--- config.mk ---
export PLATFORM = sky130hd
export DESIGN_NAME = key_scan_4x4
export DESIGN_NICKNAME = d
export VERILOG_FILES = /design/src/rtl/key_pkg.sv /design/src/rtl/scan_tick_gen.sv /design/src/rtl/key_scan_4x4.sv
export SDC_FILE = /design/constraint.sdc
export NUM_CORES = 1
export LEC_CHECK = 0
export BUFFER_PORTS_ARGS = -buffer_cell sky130_fd_sc_hd__clkbuf_2
export CAP_MARGIN = 5
export CELL_PAD_IN_SITES_DETAIL_PLACEMENT = 0
export CELL_PAD_IN_SITES_GLOBAL_PLACEMENT = 1
export CORE_MARGIN = 2
export CORE_UTILIZATION = 49
export CTS_CLUSTER_DIAMETER = 30
export DETAILED_ROUTE_END_ITERATION = 10
export PLACE_DENSITY = 0.79
export SYNTH_ARGS = -nofsm -noshare
export SYNTH_HDL_FRONTEND = slang
export SYNTH_SLANG_ARGS = --single-unit
--- constraint.sdc ---
create_clock -name clk -period 4.2 [get_ports clk]
set_input_delay 1.26 -clock clk [delete_from_list [all_inputs] [get_ports clk]]
set_output_delay 1.26 -clock clk [all_outputs]
set_load 0.005 [all_outputs]
--- src/rtl/key_pkg.sv ---
// key_pkg: shared types and helpers for the 4x4 keypad scanner.
//   state_t     : scanner FSM states
//   COL_RST     : column strobe pattern after reset (column 0 driven low)
//   KEY_W       : width of a key code
//   key_code_of : row_idx*4 + col_idx
//   col_to_idx  : active-low one-cold column strobe -> column index
//   row_to_idx  : active-low row vector -> index of the lowest low row
package key_pkg;

    typedef enum logic [1:0] {SCAN, DEBOUNCE, WAIT_REL} state_t;

    localparam logic [3:0] COL_RST = 4'b1110;
    localparam int         KEY_W   = 4;

    // row*4 + col is just the two indices concatenated.
    function automatic logic [KEY_W-1:0] key_code_of(input logic [1:0] row_idx,
                                                     input logic [1:0] col_idx);
        return {row_idx, col_idx};
    endfunction

    function automatic logic [1:0] col_to_idx(input logic [3:0] col_n);
        case (col_n)
            4'b1110: return 2'd0;
            4'b1101: return 2'd1;
            4'b1011: return 2'd2;
            default: return 2'd3;
        endcase
    endfunction

    // Several rows low at once: the lowest-numbered row wins.
    function automatic logic [1:0] row_to_idx(input logic [3:0] row_n);
        if (!row_n[0])      return 2'd0;
        else if (!row_n[1]) return 2'd1;
        else if (!row_n[2]) return 2'd2;
        else                return 2'd3;
    endfunction

endpackage

--- src/rtl/scan_tick_gen.sv ---
// scan_tick_gen: free-running timebase, one-cycle tick every SCAN_MAX+1 clks.
//   clk       : system clock
//   sys_rst_p : synchronous active-high reset (counter back to 0)
//   tick      : high for the single cycle where the counter equals SCAN_MAX
module scan_tick_gen #(
    parameter int SCAN_MAX = 49_999
) (
    input  logic clk,
    input  logic sys_rst_p,
    output logic tick
);

    localparam int            CW       = (SCAN_MAX > 0) ? $clog2(SCAN_MAX + 1) : 1;
    localparam logic [CW-1:0] CNT_LAST = CW'(SCAN_MAX);

    logic [CW-1:0] cnt;

    always_ff @(posedge clk) begin
        if (sys_rst_p)             cnt <= '0;
        else if (cnt == CNT_LAST)  cnt <= '0;
        else                       cnt <= cnt + 1'b1;
    end

    assign tick = (cnt == CNT_LAST);

endmodule

--- src/rtl/key_scan_4x4.sv ---
// key_scan_4x4: scanning 4x4 matrix keypad reader with press/release debounce.
//   clk       : system clock
//   sys_rst_p : synchronous active-high reset
//   row_n     : keypad rows, active-low, asynchronous (2-flop synchronized)
//   col_n     : column strobes, exactly one bit low, rotates on scan ticks
//   key_code  : last accepted key, row_idx*4 + col_idx
//   key_valid : one-clk pulse whenever key_code is (re)reported
//   key_down  : high while an accepted key is held
// Optional build macro KEY_REPEAT_EN: while a key stays held, re-pulse
// key_valid after REPEAT_DELAY ticks and then every REPEAT_RATE ticks.
module key_scan_4x4
    import key_pkg::*;
#(
    parameter int SCAN_MAX     = 49_999,
    parameter int DEB_TICKS    = 10,
    parameter int REPEAT_DELAY = 500,
    parameter int REPEAT_RATE  = 100
) (
    input  logic             clk,
    input  logic             sys_rst_p,
    input  logic [3:0]       row_n,
    output logic [3:0]       col_n,
    output logic [KEY_W-1:0] key_code,
    output logic             key_valid,
    output logic             key_down
);

    if (DEB_TICKS < 1 || DEB_TICKS > 15 || REPEAT_DELAY < 1 || REPEAT_RATE < 1) begin : g_bad_param
        $error("key_scan_4x4: DEB_TICKS must be 1..15, repeat timings >= 1");
    end

    // deb_cnt starts at 0 on the tick that first sees a change and must reach
    // DEB_TICKS-1, so DEB_TICKS stable ticks are seen in total.  DEB_TICKS=1
    // still needs one confirming tick.
    localparam logic [3:0] DEB_LAST = 4'((DEB_TICKS > 1) ? DEB_TICKS - 1 : 1);

    logic       tick;
    logic [3:0] row_m, row_s;
    logic [3:0] row_lat;
    logic [3:0] deb_cnt;
    logic [3:0] deb_nxt;
    logic       deb_last;
    logic [3:0] col_rot;
    state_t     state;

    scan_tick_gen #(.SCAN_MAX(SCAN_MAX)) u_tick (
        .clk       (clk),
        .sys_rst_p (sys_rst_p),
        .tick      (tick)
    );

    always_ff @(posedge clk) begin
        if (sys_rst_p) begin
            row_m <= 4'hF;
            row_s <= 4'hF;
        end else begin
            row_m <= row_n;
            row_s <= row_m;
        end
    end

    assign deb_nxt  = deb_cnt + 4'd1;
    assign deb_last = (deb_nxt >= DEB_LAST);
    assign col_rot  = {col_n[2:0], col_n[3]};

`ifdef KEY_REPEAT_EN
    localparam int            RW        = $clog2(REPEAT_DELAY + REPEAT_RATE + 1);
    localparam logic [RW-1:0] REP_FIRST = RW'(REPEAT_DELAY);
    localparam logic [RW-1:0] REP_WRAP  = RW'(REPEAT_DELAY + REPEAT_RATE);

    logic [RW-1:0] rep_cnt;
    logic [RW-1:0] rep_nxt;

    assign rep_nxt = rep_cnt + 1'b1;
`endif

    always_ff @(posedge clk) begin
        if (sys_rst_p) begin
            state     <= SCAN;
            col_n     <= COL_RST;
            key_code  <= '0;
            key_valid <= 1'b0;
            key_down  <= 1'b0;
            deb_cnt   <= '0;
            row_lat   <= 4'hF;
`ifdef KEY_REPEAT_EN
            rep_cnt   <= '0;
`endif
        end else begin
            key_valid <= 1'b0;
            if (tick) begin
                case (state)
                    SCAN: begin
                        if (row_s == 4'hF) begin
                            col_n <= col_rot;
                        end else begin
                            row_lat <= row_s;
                            deb_cnt <= '0;
                            state   <= DEBOUNCE;
                        end
                    end
                    DEBOUNCE: begin
                        if (row_s != row_lat) begin
                            col_n <= col_rot;
                            state <= SCAN;
                        end else if (deb_last) begin
                            key_code  <= key_code_of(row_to_idx(row_lat), col_to_idx(col_n));
                            key_valid <= 1'b1;
                            key_down  <= 1'b1;
                            deb_cnt   <= '0;
                            state     <= WAIT_REL;
`ifdef KEY_REPEAT_EN
                            rep_cnt   <= '0;
`endif
                        end else begin
                            deb_cnt <= deb_nxt;
                        end
                    end
                    WAIT_REL: begin
                        // Column stays put; a key in another column is
                        // invisible until this one is released.
                        if (row_s == 4'hF) begin
`ifdef KEY_REPEAT_EN
                            rep_cnt <= '0;
`endif
                            if (deb_last) begin
                                key_down <= 1'b0;
                                deb_cnt  <= '0;
                                col_n    <= col_rot;
                                state    <= SCAN;
                            end else begin
                                deb_cnt <= deb_nxt;
                            end
                        end else begin
                            deb_cnt <= '0;
`ifdef KEY_REPEAT_EN
                            if (row_s == row_lat) begin
                                // First repeat at REP_FIRST, then fold back
                                // so every REPEAT_RATE ticks re-hits the wrap.
                                if (rep_nxt == REP_FIRST) begin
                                    key_valid <= 1'b1;
                                    rep_cnt   <= rep_nxt;
                                end else if (rep_nxt == REP_WRAP) begin
                                    key_valid <= 1'b1;
                                    rep_cnt   <= REP_FIRST;
                                end else begin
                                    rep_cnt <= rep_nxt;
                                end
                            end
`endif
                        end
                    end
                    default: state <= SCAN;
                endcase
            end
        end
    end

endmodule

# Yosys cells after proc, flatten, opt, wreduce, memory -nomap -nowiden
# Index checks and enable logic that the tools add are counted.
# totals
register_bits	44
inputBits	6
output_inout_bits	10
word_cells	70
# op_classes
eq_ne	16
muxes	26
n_addsub	2
order_cmp	1
bitwise_logic	4
n_reduce_logical	11
# ops
cell	count
$mux 4	8
$pmux 4 s3	2
$add 16x1->16 const B	1
$eq 16x16->1 const B	1
$eq 4x4->1 const B	4
$mux 2	7
$ne 2x2->1 const B	7
$pmux 2 s3	2
$reduce_and 6->1	2
$reduce_and 4->1	2
$mux 1	6
$reduce_and 5->1	1
$add 4x1->4 const B	1
$ge 4x4->1 const B	1
$ne 4x4->1	1
$not 1->1	4
$reduce_or 4->1	1
$ne 3x3->1 const B	1
$reduce_and 3->1	1
$reduce_bool 3->1	1
$eq 2x1->1 const B	1
$eq 2x2->1 const B	1
$logic_not 2->1	1
$pmux 1 s2	1
2 further kinds	2

# Depth between registers and ports, before layout
# logic_depth
depth_word	5
mapped_depth	7
ltp_nobuf	7

# Cells and area by module
# From an unflattened synthesis, not the netlist that was laid out.
# unflattened
cells_unflattened	224
area_unflattened_um2	2060.7
# by_module_without_submodules
module	seq_area_each_um2	n_inst	cells_per_inst	area_per_inst_um2
key_scan_4x4	560.5	1	142	1328.8
scan_tick_gen	320.3	1	82	732.0

# Least setup slack after synthesis
# OpenSTA, ideal clock, no wires.
# synth_path
path_type	reg-to-reg
startpoint	register u_tick.cnt[0]
endpoint	register col_n[0]
arrival_ns	1.923
setup_time_ns	0.072
path_buffers	0
required_time_ns	4.128
setup_slack_ns	2.205
path_stages_with_launch	7
synth_period_minus_slack_ns	1.995
path_cell_list	dfxtp_1 -> ha_1 -> and4_1 -> nand4_4 -> or2_1 -> a2111oi_4 -> mux2i_1
# synth_between
elab_chain_cells	2
# synth_rtl
item	line	source
start: declaration	scan_tick_gen.sv:16	logic [CW-1:0] cnt;
start signal: assignment	scan_tick_gen.sv:21	else cnt <= cnt + 1'b1;
$eq 16x16->1	scan_tick_gen.sv:24	assign tick = (cnt == CNT_LAST);
$reduce_and 6->1 (no line)	-	
end signal: assignment	key_scan_4x4.sv:95	col_n <= col_rot;
end signal: assignment	key_scan_4x4.sv:104	col_n <= col_rot;
end signal: assignment	key_scan_4x4.sv:129	col_n <= col_rot;
end: declaration	key_scan_4x4.sv:22	output logic [3:0] col_n,
# No other way between the ends.
# A chain may end at the register's enable or synchronous reset.

# Final worst setup path
# layout_path
startpoint	register u_tick.cnt[0]
endpoint	register key_down
# layout_between
elab_chain_cells	2
# layout_rtl
item	line	source
$eq 16x16->1	scan_tick_gen.sv:24	
$reduce_and 6->1 (no line)	-	
end signal: assignment	key_scan_4x4.sv:83	key_down <= 1'b0;
end signal: assignment	key_scan_4x4.sv:109	key_down <= 1'b1;
end signal: assignment	key_scan_4x4.sv:127	key_down <= 1'b0;
end: declaration	key_scan_4x4.sv:25	output logic key_down
# No other way between the ends.

==> flow_summary.ini <==
[clock_network]
cts-root-buf = clkbuf_8
cts_buffers = 5
cts_tree = done
cts_max_path_buffers = 2
ctsHoldBuffers = 0
post-cts-setup-buffers = 0
clk_pin_slew_worst_paths_ns = 0.08
htree_levels = 2
clock_sinks = 44
worstSkewPairLatency_ns = 0.29
postCtsResizedCells = 0

[power]
peakVddDrop_uv = 239
p_sw_mw = 0.158
leakage_nw = 0.803
cellPowerDensity_mw_per_mm2 = 320
clkPwrFrac = 0.377
p_comb_frac = 0.033
power_frac_seq = 0.591
p_total_mw = 0.724
switching_share = 0.218
p_int_mw = 0.566

[sta]
timing.clock.skew_ns = 0.00472
max_freq_ghz = 0.424
worst_pin_slew_ns = 0.706
setup_viol = 0
slew_headroom = 0.526
setup_tns_ns = 0
post-route-period-util = 0.562
finalHoldViolations = 0
grt_setup_unrepaired = no
slew_violations = 0
fin_crit_ns = 2.36

[layout]
most-common-layout-cells = 44 x dfxtp_1, 30 x nor2_1, 15 x clkbuf_2
mostFrequentLayoutCell = dfxtp_1
final_nets = 252
antenna_cells = 0
area_growth_pct = 10.4
multi_input_area_mm2 = 0.00111
seq_area_um2 = 881
fin_area_mm2 = 0.00226
fill_cells = 372
drive_gt1_frac = 0.158

[yosys]
syn_area_mm2 = 0.00205
yosysUniqueCellTypes = 41
ys_seq_area_frac = 0.431
ys.flop_type = dfxtp_1
yosysTopAreaCellShare = 0.431
syn_inst = 222
avgSynthCellArea_um2 = 9.21
synth_area_leaders = dfxtp_1 43%, nor2_1 5.5%, xnor2_1 5.1%
synth_edf_count = 0
yosysWarnings = 0
synth-seq-cells = 44
synth_top_area_cell = dfxtp_1
async_reset_ff_frac = 0
synth_nets = 235

[route]
via_per_inst = 5.41
wl_per_cell_um = 13.2
drc = 0
drtPass1Iterations = 4
drt_iter0_markers = 68
antenna_left = 0
num_vias = 1569
routed_wl_um = 3840

[placement]
dpl-instance-area_mm2 = 0.00216
dp_hpwl_um = 2800
globalplace.congestion = 0.847
io_buffers = 15

[floorplanning]
die_h_um = 68.6
design.core.area_mm2 = 0.00400
die_w_um = 68.6
std_cell_rows = 23
boundaryPins = 16
die_area_mm2 = 0.00471
start_util = 0.511

[worst_setup_path]
worstSetupPathType = flip-flop to flip-flop
end_kind = flip-flop
cp.arrival_ns = 2.55
crit_buf_inv = 0
cpLargestDelayFamily = simple AND/OR/NAND/NOR gates
crit_path_start_kind = flip-flop
crit_slowest_cell = nor3_1
crit_chain = ha_1, and4_1, nand4_4, nor3_1, a21oi_1, a311oi_1
cp_max_fo = 9
max_stage_delay_ns = 0.64
critical_path_required_ns = 4.39

[global_routing]
grt_max_degree = 33
antenna_found_initial = 0
grt_overflow = 0
grt_pass1_vias = 1431
track_usage = 0.180
grt_pass1_wl_um = 6270

[min_path]
min_path_type = flip-flop to flip-flop

[job]
cap_viol_max_count = 0

[status]
status = finished clean
==> power groups by stage <==
stage | sequential (mW) | clock (mW) | combinational, mW
CTS | 0.427 | 0.278 | 0.0241
finish | 0.427 | 0.273 | 0.0238
global route | 0.428 | 0.299 | 0.0269
detailed placement | 0.437 | 0 | 0.0240
floorplan | 0.436 | 0 | 0.0183
global placement | 0.437 | 0 | 0.0231
==> flip-flops by register name, summed over array words and instances (netlist names) <==
signal      count
u_tick.cnt     16
key_code        4
key_down        1
deb_cnt         4
state           2
key_valid       1
row_lat         4
col_n           4
row_m           4
row_s           4
==> path summary, 6_finish.rpt <==
kind,start,slack (ns),cells past startpoint,endpoint
max reg2reg,u_tick.cnt[0],1.84,6,key_down
min reg2reg,row_m[1],0.41,1,row_s[1]
min,row_m[1],0.41,1,row_s[1]
max,u_tick.cnt[0],1.84,6,key_down
==> cells in the mapped netlist, types with 2 or more instances <==
cell and instances:
nor3_1 8, nand2b_1 5, inv_1 10, nand4_1 8, a211o_1 2, nand2_1 11, nor2b_1 2, or2_2 10
xor2_1 9, o21ai_0 4, and4_1 3, nor4_1 2, and2_1 2, dfxtp_1 44, clkbuf_1 5, a21oi_1 8
ha_1 7, mux2i_1 8, xnor2_1 12, or2_1 2, nand3_1 8, and3_1 3, o31a_1 2, nor2_1 30
==> layer usage <==
metal	GRT usage	routed length [um]	vias to the layer above
met4	0.0675	25	0
met3	0.0649	116	2
met1	0.225	1880	750
li1	-	-	801
met5	0	0	-
met2	0.284	1820	16
==> worst register-to-register path, stage by stage, from the launching register on <==
cell and delay, ns:
dfxtp_1 0.38, ha_1 0.24, and4_1 0.33, nand4_4 0.18
nor3_1 0.64, a21oi_1 0.18, a311oi_1 0.31
==> through the flow <==
| step | cells | hold slack, ns | worst slack (ns) | utilization |
|---|---|---|---|---|
| finish | 290 | 0.412 | 1.84 | 0.565 |
| global route | 290 | 0.443 | 1.72 | 0.565 |
| CTS | 290 | 0.416 | 1.88 | 0.565 |
| detailed placement | 282 | 0.397 | 1.64 | 0.541 |
| global placement | 282 | 0.392 | 1.75 | 0.541 |
| floorplan | 222 | 0.389 | 2.21 | - |
==> final cells by class <==
type | instances | area share
tap | 50 | 0.0277
inverter | 10 | 0.0166
multi-input combinational | 163 | 0.491
timing repair buffer | 15 | 0.0332
clock inverter | 1 | 0.00332
clock buffer | 7 | 0.0382
sequential | 44 | 0.390
==> cell families after synthesis <==
logic type / synth area share
AND/OR/NAND/NOR: 0.284
multiplexers: 0.0391
XOR/XNOR: 0.0899
flip-flops: 0.431
AO/OA/AOI/OAI: 0.0863
adder cells (fa/ha/maj): 0.0428
buffers and inverters: 0.0275
No activity file was read; power rests on OpenSTA's default activity.
